## src/rtl/plru_state_array_if.sv

```systemverilog
// Access-update and eviction-read bundle between the cache pipeline and the PLRU state store.
// master = cache pipeline driving updates and read set; slave = plru_state_array.
interface plru_state_array_if #(
    parameter int ASSOCIATIVITY = 8,
    parameter int SETS          = 64
);
    localparam int SW = $clog2(SETS);
    localparam int WW = $clog2(ASSOCIATIVITY);
    localparam int NB = ASSOCIATIVITY - 1;

    logic          upd_valid;
    logic          upd_ready;
    logic [SW-1:0] upd_set;
    logic [WW-1:0] upd_way;
    logic [SW-1:0] rd_set;
    logic [NB-1:0] lru_bits;
    logic          init_busy;

    modport master (
        output upd_valid, upd_set, upd_way, rd_set,
        input  upd_ready, lru_bits, init_busy
    );

    modport slave (
        input  upd_valid, upd_set, upd_way, rd_set,
        output upd_ready, lru_bits, init_busy
    );
endinterface

```

## src/rtl/plru_state_array.sv

```systemverilog
// Per-set tree PLRU store: zero-fill sweep after reset, then MRU update of the accessed way per access.
// Latency: update accepted at E0 is written at E1, seen on lru_bits at E2 (E1 with PLRU_RD_FWD_EN).
// Backpressure: upd_ready low only during the SETS-cycle init sweep; one update per cycle in RUN.
module plru_state_array #(
    parameter int ASSOCIATIVITY = 8,
    parameter int SETS          = 64
) (
    input  logic              clk,
    input  logic              rst_n,
    plru_state_array_if.slave bus
);
    localparam int SW = $clog2(SETS);
    localparam int WW = $clog2(ASSOCIATIVITY);
    localparam int NB = ASSOCIATIVITY - 1;

    typedef enum logic {INIT, RUN} state_t;

    state_t        state;
    logic [SW-1:0] ic;
    logic          upd_ready;
    logic          init_busy;
    logic [NB-1:0] lru_bits;

    logic          s1_vld;
    logic [SW-1:0] s1_set;
    logic [WW-1:0] s1_way;

    logic [NB-1:0] mem [SETS];

    logic          accept;
    logic [NB-1:0] s2_old;
    logic [NB-1:0] s2_new;
    logic          wr_en;
    logic [SW-1:0] wr_set;
    logic [NB-1:0] wr_dat;

    // Walk root to leaf along the way index (MSB first), pointing each visited node away from it.
    function automatic logic [NB-1:0] mru_update(input logic [NB-1:0] bits_in,
                                                 input logic [WW-1:0] way);
        logic [NB-1:0] bits;
        logic [WW-1:0] w;
        logic [WW-1:0] node;
        logic          b;
        bits = bits_in;
        w    = way;
        node = '0;
        for (int l = 0; l < WW; l++) begin
            b          = w[WW-1];
            bits[node] = ~b;
            node       = (node << 1) + (b ? WW'(2) : WW'(1));
            w          = w << 1;
        end
        return bits;
    endfunction

    assign accept = bus.upd_valid && upd_ready;
    assign s2_old = mem[s1_set];
    assign s2_new = mru_update(s2_old, s1_way);

    always_comb begin
        wr_en  = 1'b0;
        wr_set = '0;
        wr_dat = '0;
        if (state == INIT) begin
            wr_en  = 1'b1;
            wr_set = ic;
        end else if (s1_vld) begin
            wr_en  = 1'b1;
            wr_set = s1_set;
            wr_dat = s2_new;
        end
    end

    // A reset edge suppresses the write so an in-flight S2 update is discarded.
    always_ff @(posedge clk) begin
        if (rst_n && wr_en) begin
            mem[wr_set] <= wr_dat;
        end
    end

    always_ff @(posedge clk) begin
        if (!rst_n) begin
            state     <= INIT;
            ic        <= '0;
            upd_ready <= 1'b0;
            init_busy <= 1'b1;
            s1_vld    <= 1'b0;
            s1_set    <= '0;
            s1_way    <= '0;
            lru_bits  <= '0;
        end else begin
            case (state)
                INIT: begin
                    ic <= ic + 1'b1;
                    if (ic == SW'(SETS - 1)) begin
                        state     <= RUN;
                        upd_ready <= 1'b1;
                        init_busy <= 1'b0;
                    end
                end
                RUN: begin
                    upd_ready <= 1'b1;
                    init_busy <= 1'b0;
                end
                default: state <= INIT;
            endcase

            s1_vld <= accept;
            if (accept) begin
                s1_set <= bus.upd_set;
                s1_way <= bus.upd_way;
            end

`ifdef PLRU_RD_FWD_EN
            if (s1_vld && state == RUN && bus.rd_set == s1_set) begin
                lru_bits <= s2_new;
            end else begin
                lru_bits <= mem[bus.rd_set];
            end
`else
            lru_bits <= mem[bus.rd_set];
`endif
        end
    end

    assign bus.upd_ready = upd_ready;
    assign bus.init_busy = init_busy;
    assign bus.lru_bits  = lru_bits;
endmodule

```

## src/flat_wrapper.sv

```systemverilog
// flat-port wrapper written by rule: the top's interface ports become plain ports
module plru_state_array_flat 
#(
    parameter int ASSOCIATIVITY = 8,
    parameter int SETS          = 64
)
  (clk, rst_n, bus_upd_valid, bus_upd_set, bus_upd_way, bus_rd_set, bus_upd_ready, bus_lru_bits, bus_init_busy);
  plru_state_array_if #(.ASSOCIATIVITY(ASSOCIATIVITY), .SETS(SETS)) bus_i ();
  input  logic clk;
  input  logic rst_n;
  input wire logic [$bits(bus_i.upd_valid)-1:0] bus_upd_valid;
  input wire logic [$bits(bus_i.upd_set)-1:0] bus_upd_set;
  input wire logic [$bits(bus_i.upd_way)-1:0] bus_upd_way;
  input wire logic [$bits(bus_i.rd_set)-1:0] bus_rd_set;
  output wire logic [$bits(bus_i.upd_ready)-1:0] bus_upd_ready;
  output wire logic [$bits(bus_i.lru_bits)-1:0] bus_lru_bits;
  output wire logic [$bits(bus_i.init_busy)-1:0] bus_init_busy;
  assign bus_i.upd_valid = bus_upd_valid;
  assign bus_i.upd_set = bus_upd_set;
  assign bus_i.upd_way = bus_upd_way;
  assign bus_i.rd_set = bus_rd_set;
  assign bus_upd_ready = bus_i.upd_ready;
  assign bus_lru_bits = bus_i.lru_bits;
  assign bus_init_busy = bus_i.init_busy;
  plru_state_array #(.ASSOCIATIVITY(ASSOCIATIVITY), .SETS(SETS)) u_core (.clk(clk), .rst_n(rst_n), .bus(bus_i));
endmodule
```

## config.mk

```make
export PLATFORM = sky130hd
export DESIGN_NAME = plru_state_array_flat
export DESIGN_NICKNAME = d
export VERILOG_FILES = /design/src/rtl/plru_state_array_if.sv /design/src/rtl/plru_state_array.sv /design/src/flat_wrapper.sv
export SDC_FILE = /design/constraint.sdc
export NUM_CORES = 1
export LEC_CHECK = 0
export CAP_MARGIN = 20
export CORE_UTILIZATION = 45
export CTS_BUF_LIST = sky130_fd_sc_hd__clkbuf_4
export CTS_CLUSTER_DIAMETER = 150
export DETAILED_ROUTE_END_ITERATION = 8
export SLEW_MARGIN = 25
export SYNTH_ARGS = -nofsm -noshare
export SYNTH_HDL_FRONTEND = slang
export SYNTH_SLANG_ARGS = --single-unit
export TNS_END_PERCENT = 50
```

## constraint.sdc

```tcl
create_clock -name clk -period 5.3 [get_ports clk]
set_input_delay 0.795 -clock clk [delete_from_list [all_inputs] [get_ports clk]]
set_output_delay 0.795 -clock clk [all_outputs]
set_load 0.02 [all_outputs]
```

* Word level (Yosys, flattened, before mapping)
Memory sizes are Yosys's and may differ from the RTL's. A register that Yosys moved wholly into a read port is not among the register bits.
Cells that the tools add are included.
** Storage, ports and cells
- Flip-flop bits (word level) :: 19
- Input bits :: 18
- Word-level logic and storage cells :: 49
- Output and inout port bits :: 9
- Memories kept :: 1
- RAM bits :: 448
** Memory list
- u_core.mem :: depth 64, bits a word 7, rd ports 2, clocked after Yosys merged registers in 2, wr ports 1, line plru_state_array.sv:28 : logic [NB-1:0] mem [SETS];
** Operators by class
- Mux-type cells :: 24
- Bitwise logic cells :: 4
- Equality and inequality tests :: 2
- Magnitude comparators :: 4
- Add/subtract/negate cells :: 2
- Reductions and logical operators :: 5
** Operators with widths (number)
- $mux 6 :: 4
- $bwmux 7 :: 2
- $mux 7 :: 2
- $mux 1 :: 10
- $lt 3x4->1 const B :: 2
- $add 6x1->6 const B :: 1
- $demux 1 s3 :: 2
- $eq 6x6->1 const B :: 1
- $ge 3x1->1 const B :: 2
- $logic_and 1x1->1 :: 4
- $mux 2 :: 2
- $not 1->1 :: 4
- $pmux 1 s2 :: 2
- $add 3x3->3 :: 1
- $ne 2x2->1 const B :: 1
- $logic_not 1->1 :: 1

* Longest topological paths before layout
Gate-level depths: netlist (run 1).
- Depth after elaboration :: 9
- Mapped depth :: 9
- Mapped depth without buffers :: 7

* Worst setup path after synthesis (run 1)
OpenSTA, ideal clock, no wires.
- Kind :: register -> register
- From :: reg with a tool-made name
- To :: mem u_core.mem[0][1] (netlist bit) (data pin)
- Period minus slack after synthesis :: 5078 ps
- Required time :: 4579 ps
- Arrival time :: 4357 ps
- Cell stages (with the launch flop) :: 9
- Library setup time :: 721 ps
- Buffers on the path :: 3
- Setup slack :: 222 ps
- Path through :: dfxtp_1 > buf_2 > buf_2 > buf_4 > mux4_2 > a22oi_1 > a311oi_1 > a31oi_1 > a211oi_1
** RTL lines (line)
- end, declared :: plru_state_array.sv:28

==> metrics.txt, run 1 <==
status finished clean; H-tree Lvls 4; initial antenna violation count 3; largest fanout on the critical path 36; Slew Viols, Final 0; leak pwr 6.96 nW; largest area contributor in the netlist edfxtp_1; final worst-path cycle share 0.692; Reg2Reg Setup Slack 1.63 ns; Port-buffer cells 26; unrepaired setup endpoints after global routing false; clk sink count 480; main area contributors after synthesis edfxtp_1 (61%), mux4_2 (21%), mux2i_1 (3.2%); row cnt 80; crit path cell chain nor2b_1 > nand2_1 > a311oi_1 > nand3_1 > and3_2 > buf_4; Max-cap violations 0; Worst EP required 5.97 ns; core area 47900 sq um; Least-Margin Pin Slew 1.12 ns; Post-CTS Setup Inserts 0; Setup crit end u_core.mem[56][4]; RR Endpoint u_core.mem[56][4]; Root Buffer clkbuf_4; Longest Clk Path Bufs 3; Most used DFF post-synth edfxtp_1; Worst Path Class, Setup reg2reg; Gate Count Post-Synth 1200; Synth top area share 0.613; Die Ht 223 microns; Worst path top cell family by delay simple AND/OR/NAND/NOR gates; DP Area 22900 sq um; total global routing overflow 0; GR Util All Layers 0.268; largest net degree at the start of global routing 66; min cycle time layout 3.67 ns; CTS Buf Count 131; vias in the first global route 13.0k; clock skew 0.0528 ns; remaining routing DRC violations 0; Worst-path clk slew 0.07 ns; cells on worst reg2reg path 6; Async SR Flop Fraction 0; share of layout cells above drive strength 1 0.340; RePlAce Congestion 0.894; die area 49700 sq um; Startpoint Class flop; Yosys cell types 50; drt pass-1 iters 5; CP Buf/Inv Count 1; I/O Pins 27; hold buffers post-CTS 0; Synth Cell Area 22000 sq um; Worst Path Arrival 4.34 ns; Mean Syn Cell Area 18.3 sq um; Area growth, synth to finish 12.2%; Synthesized Nets 1224; CTS tree built; Max-slew headroom 0.250; post-synthesis sequential area ratio 0.642; Setup TNS 0 ns; insertion delay to the later sink of the worst-skew pair 1.01 ns; HP Class in2reg; Routed WL 64.5 mm; first-pass GRT wire length 92.4 mm; routed len/inst 31.9 microns; vias 13.0k; post-layout instance area 24600 sq um; crit path capture type flop; FMAX 272 MHz; Final setup viols 0; DIE WIDTH 223 microns; commonest cells after routing, fill and taps aside edfxtp_1 (448), mux4_2 (205), clkbuf_4 (196), nor2_1 (71), mux2i_1 (70); Final Hold Viols 0; vias per cell 6.42; worst vdd ir 0.000156 V; synthesis warning total 0; Yosys reg bits 480; post-route antenna net violation count 0; PostCTS Resize Cnt 0; HPWL after detailed placement 42.9 mm; CP max stage delay 0.90 ns; Initial Utilization 0.458; P per Cell Area 319 nW/um^2; Critical Path Stages 6; drt first-iter violations 1707; Layout Nets 1329; Post-synth EDFFs 448; commonest non-fill, non-tap cell in the layout edfxtp_1; Slowest-stage cell, CP nor2b_1
==> per-layer routing <==
layer  GRT usage  part of all wire  vias to the layer above
met3      0.0810              0.10                      130
met4       0.100             0.029                        2
li1            -                 -                     5284
met2       0.405              0.47                      763
met5           0           0.00020                        -
met1       0.367              0.40                     6783
==> cells by family (layout without fill, tap and decap cells) <==
logic type	after synthesis	after routing	share of synthesized area
flops	480	480	0.642
mux	294	294	0.254
simple gates	213	213	0.0438
compound gates	115	115	0.0359
buf+inv	89	287	0.0196
fa+ha+maj	6	6	0.00342
xor+xnor	3	3	0.00120
other cells	0	6	0
==> cell type report <==
cell class                 instances  area, sq um
fill                            3872        23300
timing repair buffer              53          517
clock inverter                    30          246
tap                              615          769
sequential                       480        14100
inverter                           8         30.0
clock buffer                     196         1470
antenna                            6         15.0
multi-input combinational        631         7470
==> sequential cells by signal, summed over array words and instances (netlist names), named ones only <==
register / flops
u_core.bus.upd_ready: 1
u_core.s1_set: 6
u_core.bus.init_busy: 1
u_core.s1_way: 3
u_core.bus.lru_bits: 7
u_core.s1_vld: 1
u_core.ic: 6
u_core.mem: 448
u_core.state: 1
==> power breakdown <==
part | total [mW] | leakage (nW) | switching [mW] | internal [mW]
logic | 0.268 | 2.10 | 0.146 | 0.122
registers | 4.11 | 3.83 | 0.0133 | 4.10
clock network | 3.48 | 1.03 | 1.56 | 1.92
total | 7.86 | 6.96 | 1.72 | 6.14
==> how the worst min path moves through the flow <==
stage                      endpoint  cells after the start  slack [ns]                 start
6_report           u_core.s1_set[4]                      3        0.36        bus_upd_set[4]
5_1_grt                        flop                      3        0.33        bus_upd_set[2]
3_3_place_gp   u_core.bus.init_busy                      2        0.44  u_core.bus.init_busy
4_1_cts            u_core.s1_set[4]                      3        0.30        bus_upd_set[4]
2_1_floorplan                  flop                      2        0.45      u_core.s1_set[3]
3_5_place_dp   u_core.bus.init_busy                      2        0.44  u_core.bus.init_busy
==> cell usage after synthesis (all sizes together) (2+ instances only) <==
master and n:
nand4b 2, nor2 76, and2 7, a311oi 10, o21a 2, o32ai 2, dfxtp 32, xnor2 3
mux4 208, buf 44, mux2i 70, a211oi 3, a21oi 22, nand2b 8, nor4 2, a22oi 20
edfxtp 448, nor2b 13, nand3 19, ha 6, a21boi 10, mux2 16, o21ai 19, inv 8
nand2 66, clkbuf 37, a22o 13, nand4 6, and3 9, a31oi 7
==> per-stage QoR <==
stage | hold slack, ns | setup WS, ns | instances | utilization | total power [mW]
5_1_grt | 0.333 | 1.45 | 2017 | 0.513 | 8.12
3_5_place_dp | 0.440 | 1.40 | 1786 | 0.477 | 4.45
6_report | 0.356 | 1.63 | 2019 | 0.514 | 7.86
4_1_cts | 0.303 | 1.62 | 2012 | 0.513 | 7.92
3_3_place_gp | 0.440 | 1.41 | 1786 | 0.477 | 4.45
2_1_floorplan | 0.448 | 0.222 | 1200 | - | 4.36
==> tightest hold or removal path: stages <==
cell,delay (ns)
clkdlybuf4s50_1,0.40
nand2_1,0.06
a21boi_1,0.06
Note: power is estimated with default switching activity, not from simulation.
==> run 2: changes to the inputs <==
clock period = 3.5 ns   (was 5.3 ns; I/O delays follow)
==> metrics.txt, run 2 (synthesis gave the netlist of run 1 again) <==
status finished clean; Max-cap violations 0; Routed WL 64.4 mm; Final Hold Viols 0; die area 49700 sq um; drt first-iter violations 1825; share of power burned in registers 0.542; total global routing overflow 0; Place WS 0.335 ns; clock skew 0.0604 ns; Area growth, synth to finish 15.1%; Port-buffer cells 26; Biggest register u_core.mem; PostCTS Resize Cnt 0; HP Class in2reg; Max-slew headroom 0.404; core area 47900 sq um; final worst-path cycle share 0.910; first-pass GRT wire length 92.1 mm; remaining routing DRC violations 0; Initial Utilization 0.458; H-tree Lvls 3; leak pwr 7.39 nW; Worst EP required 4.04 ns; min cycle time layout 3.19 ns; Least-Margin Pin Slew 0.893 ns; P per Cell Area 454 nW/um^2; Post-CTS Setup Inserts 0; vias 13.3k; top flop regs u_core.mem (448), u_core.bus.lru_bits (7); commonest cells after routing, fill and taps aside edfxtp_1 (448), mux4_2 (205), clkbuf_4 (181), buf_4 (111), nor2_1 (76); hold slack 0.219 ns; clk sink count 480; crit path capture type flop; Comb pwr share 0.037; DIE WIDTH 223 microns; max reg flops 448; sw frac 0.219; share of layout cells above drive strength 1 0.369; CTS tree built; Setup TNS 0 ns; row cnt 80; vias in the first global route 13.3k; Final setup viols 0; drt pass-1 iters 5; HPWL after detailed placement 42.9 mm; post-route antenna net violation count 0; power share of the clock group 0.421; Longest Clk Path Bufs 3; routed len/inst 30.7 microns; GR Util All Layers 0.265; initial antenna violation count 6; Root Buffer clkbuf_4; worst vdd ir 0.000201 V; Startpoint Class flop; DP Area 23700 sq um; Net Sw Power 2.51 mW; Worst Path Arrival 3.73 ns; CTS Buf Count 121; hold buffers post-CTS 0; Slew Viols, Final 0; I/O Pins 27; Worst Path Class, Setup reg2reg; placed insts 1883; FMAX 314 MHz; RePlAce Congestion 0.888; Die Ht 223 microns; P_int 8.96 mW; unrepaired setup endpoints after global routing false; PnR worst setup slack 0.314 ns; post-layout instance count excluding filler cells 2097; insertion delay to the later sink of the worst-skew pair 0.88 ns; Layout Nets 1415; final core occ 0.527; largest fanout on the critical path 64; post-layout instance area 25300 sq um; vias per cell 6.32; commonest non-fill, non-tap cell in the layout edfxtp_1; overall power 11.5 mW; largest net degree at the start of global routing 81; Worst-path clk slew 0.07 ns; Reg2Reg Setup Slack 0.31 ns
## run 2: cell count changes in the layout (fill, tap and decap cells not counted), moves of 2 or more
cell	change
diode_2	-5
buf_12	+9
clkinvlp_4	+2
clkinv_1	+5
clkbuf_4	-15
buf_2	-2
buf_4	+88
inv_2	-5
bufinv_16	-2
nor2_1	+5
nor2_2	-5
clkdlybuf4s50_1	+2
## run 2: final timing paths
path	start	end	depth (start not counted)
setup / recovery	flop	u_core.mem[5][3]	7
hold / removal	bus_upd_set[2]	flop	3
setup reg to reg	flop	u_core.mem[5][3]	7
hold reg to reg	u_core.bus.init_busy	u_core.bus.init_busy	2
## run 2: layout make-up
class / count / area [sq um]
diodes: 1 / 2.50
clock buffers: 181 / 1360
clock inverters: 32 / 215
fillers: 3872 / 22700
inverters: 8 / 30.0
multi-input cells: 631 / 7460
flip-flops and latches: 480 / 14100
well taps: 615 / 769
repair buffers: 149 / 1340
## run 2: layer usage
| layer | GRT usage | up-vias | part of all wire |
|---|---|---|---|
| li1 | - | 5460 | - |
| met1 | 0.370 | 6893 | 0.40 |
| met2 | 0.401 | 793 | 0.47 |
| met3 | 0.0659 | 113 | 0.097 |
| met4 | 0.109 | 2 | 0.031 |
| met5 | 0 | - | 0.00020 |
## run 2: power groups by stage
| stage | clock network, mW | logic, mW | registers [mW] |
|---|---|---|---|
| 2_1_floorplan | 0 | 0.263 | 6.34 |
| 3_3_place_gp | 0 | 0.424 | 6.34 |
| 3_5_place_dp | 0 | 0.425 | 6.34 |
| 4_1_cts | 4.92 | 0.425 | 6.22 |
| 5_1_grt | 5.22 | 0.444 | 6.22 |
| 6_report | 4.83 | 0.424 | 6.22 |
## run 2: critical path: stages (launching register included)
cell      delay (ns)
dfxtp_4         0.66
buf_4           0.30
mux4_2          0.57
a22o_1          0.20
a311oi_1        0.25
nand4_1         0.27
and3_2          0.36
buf_12          0.20
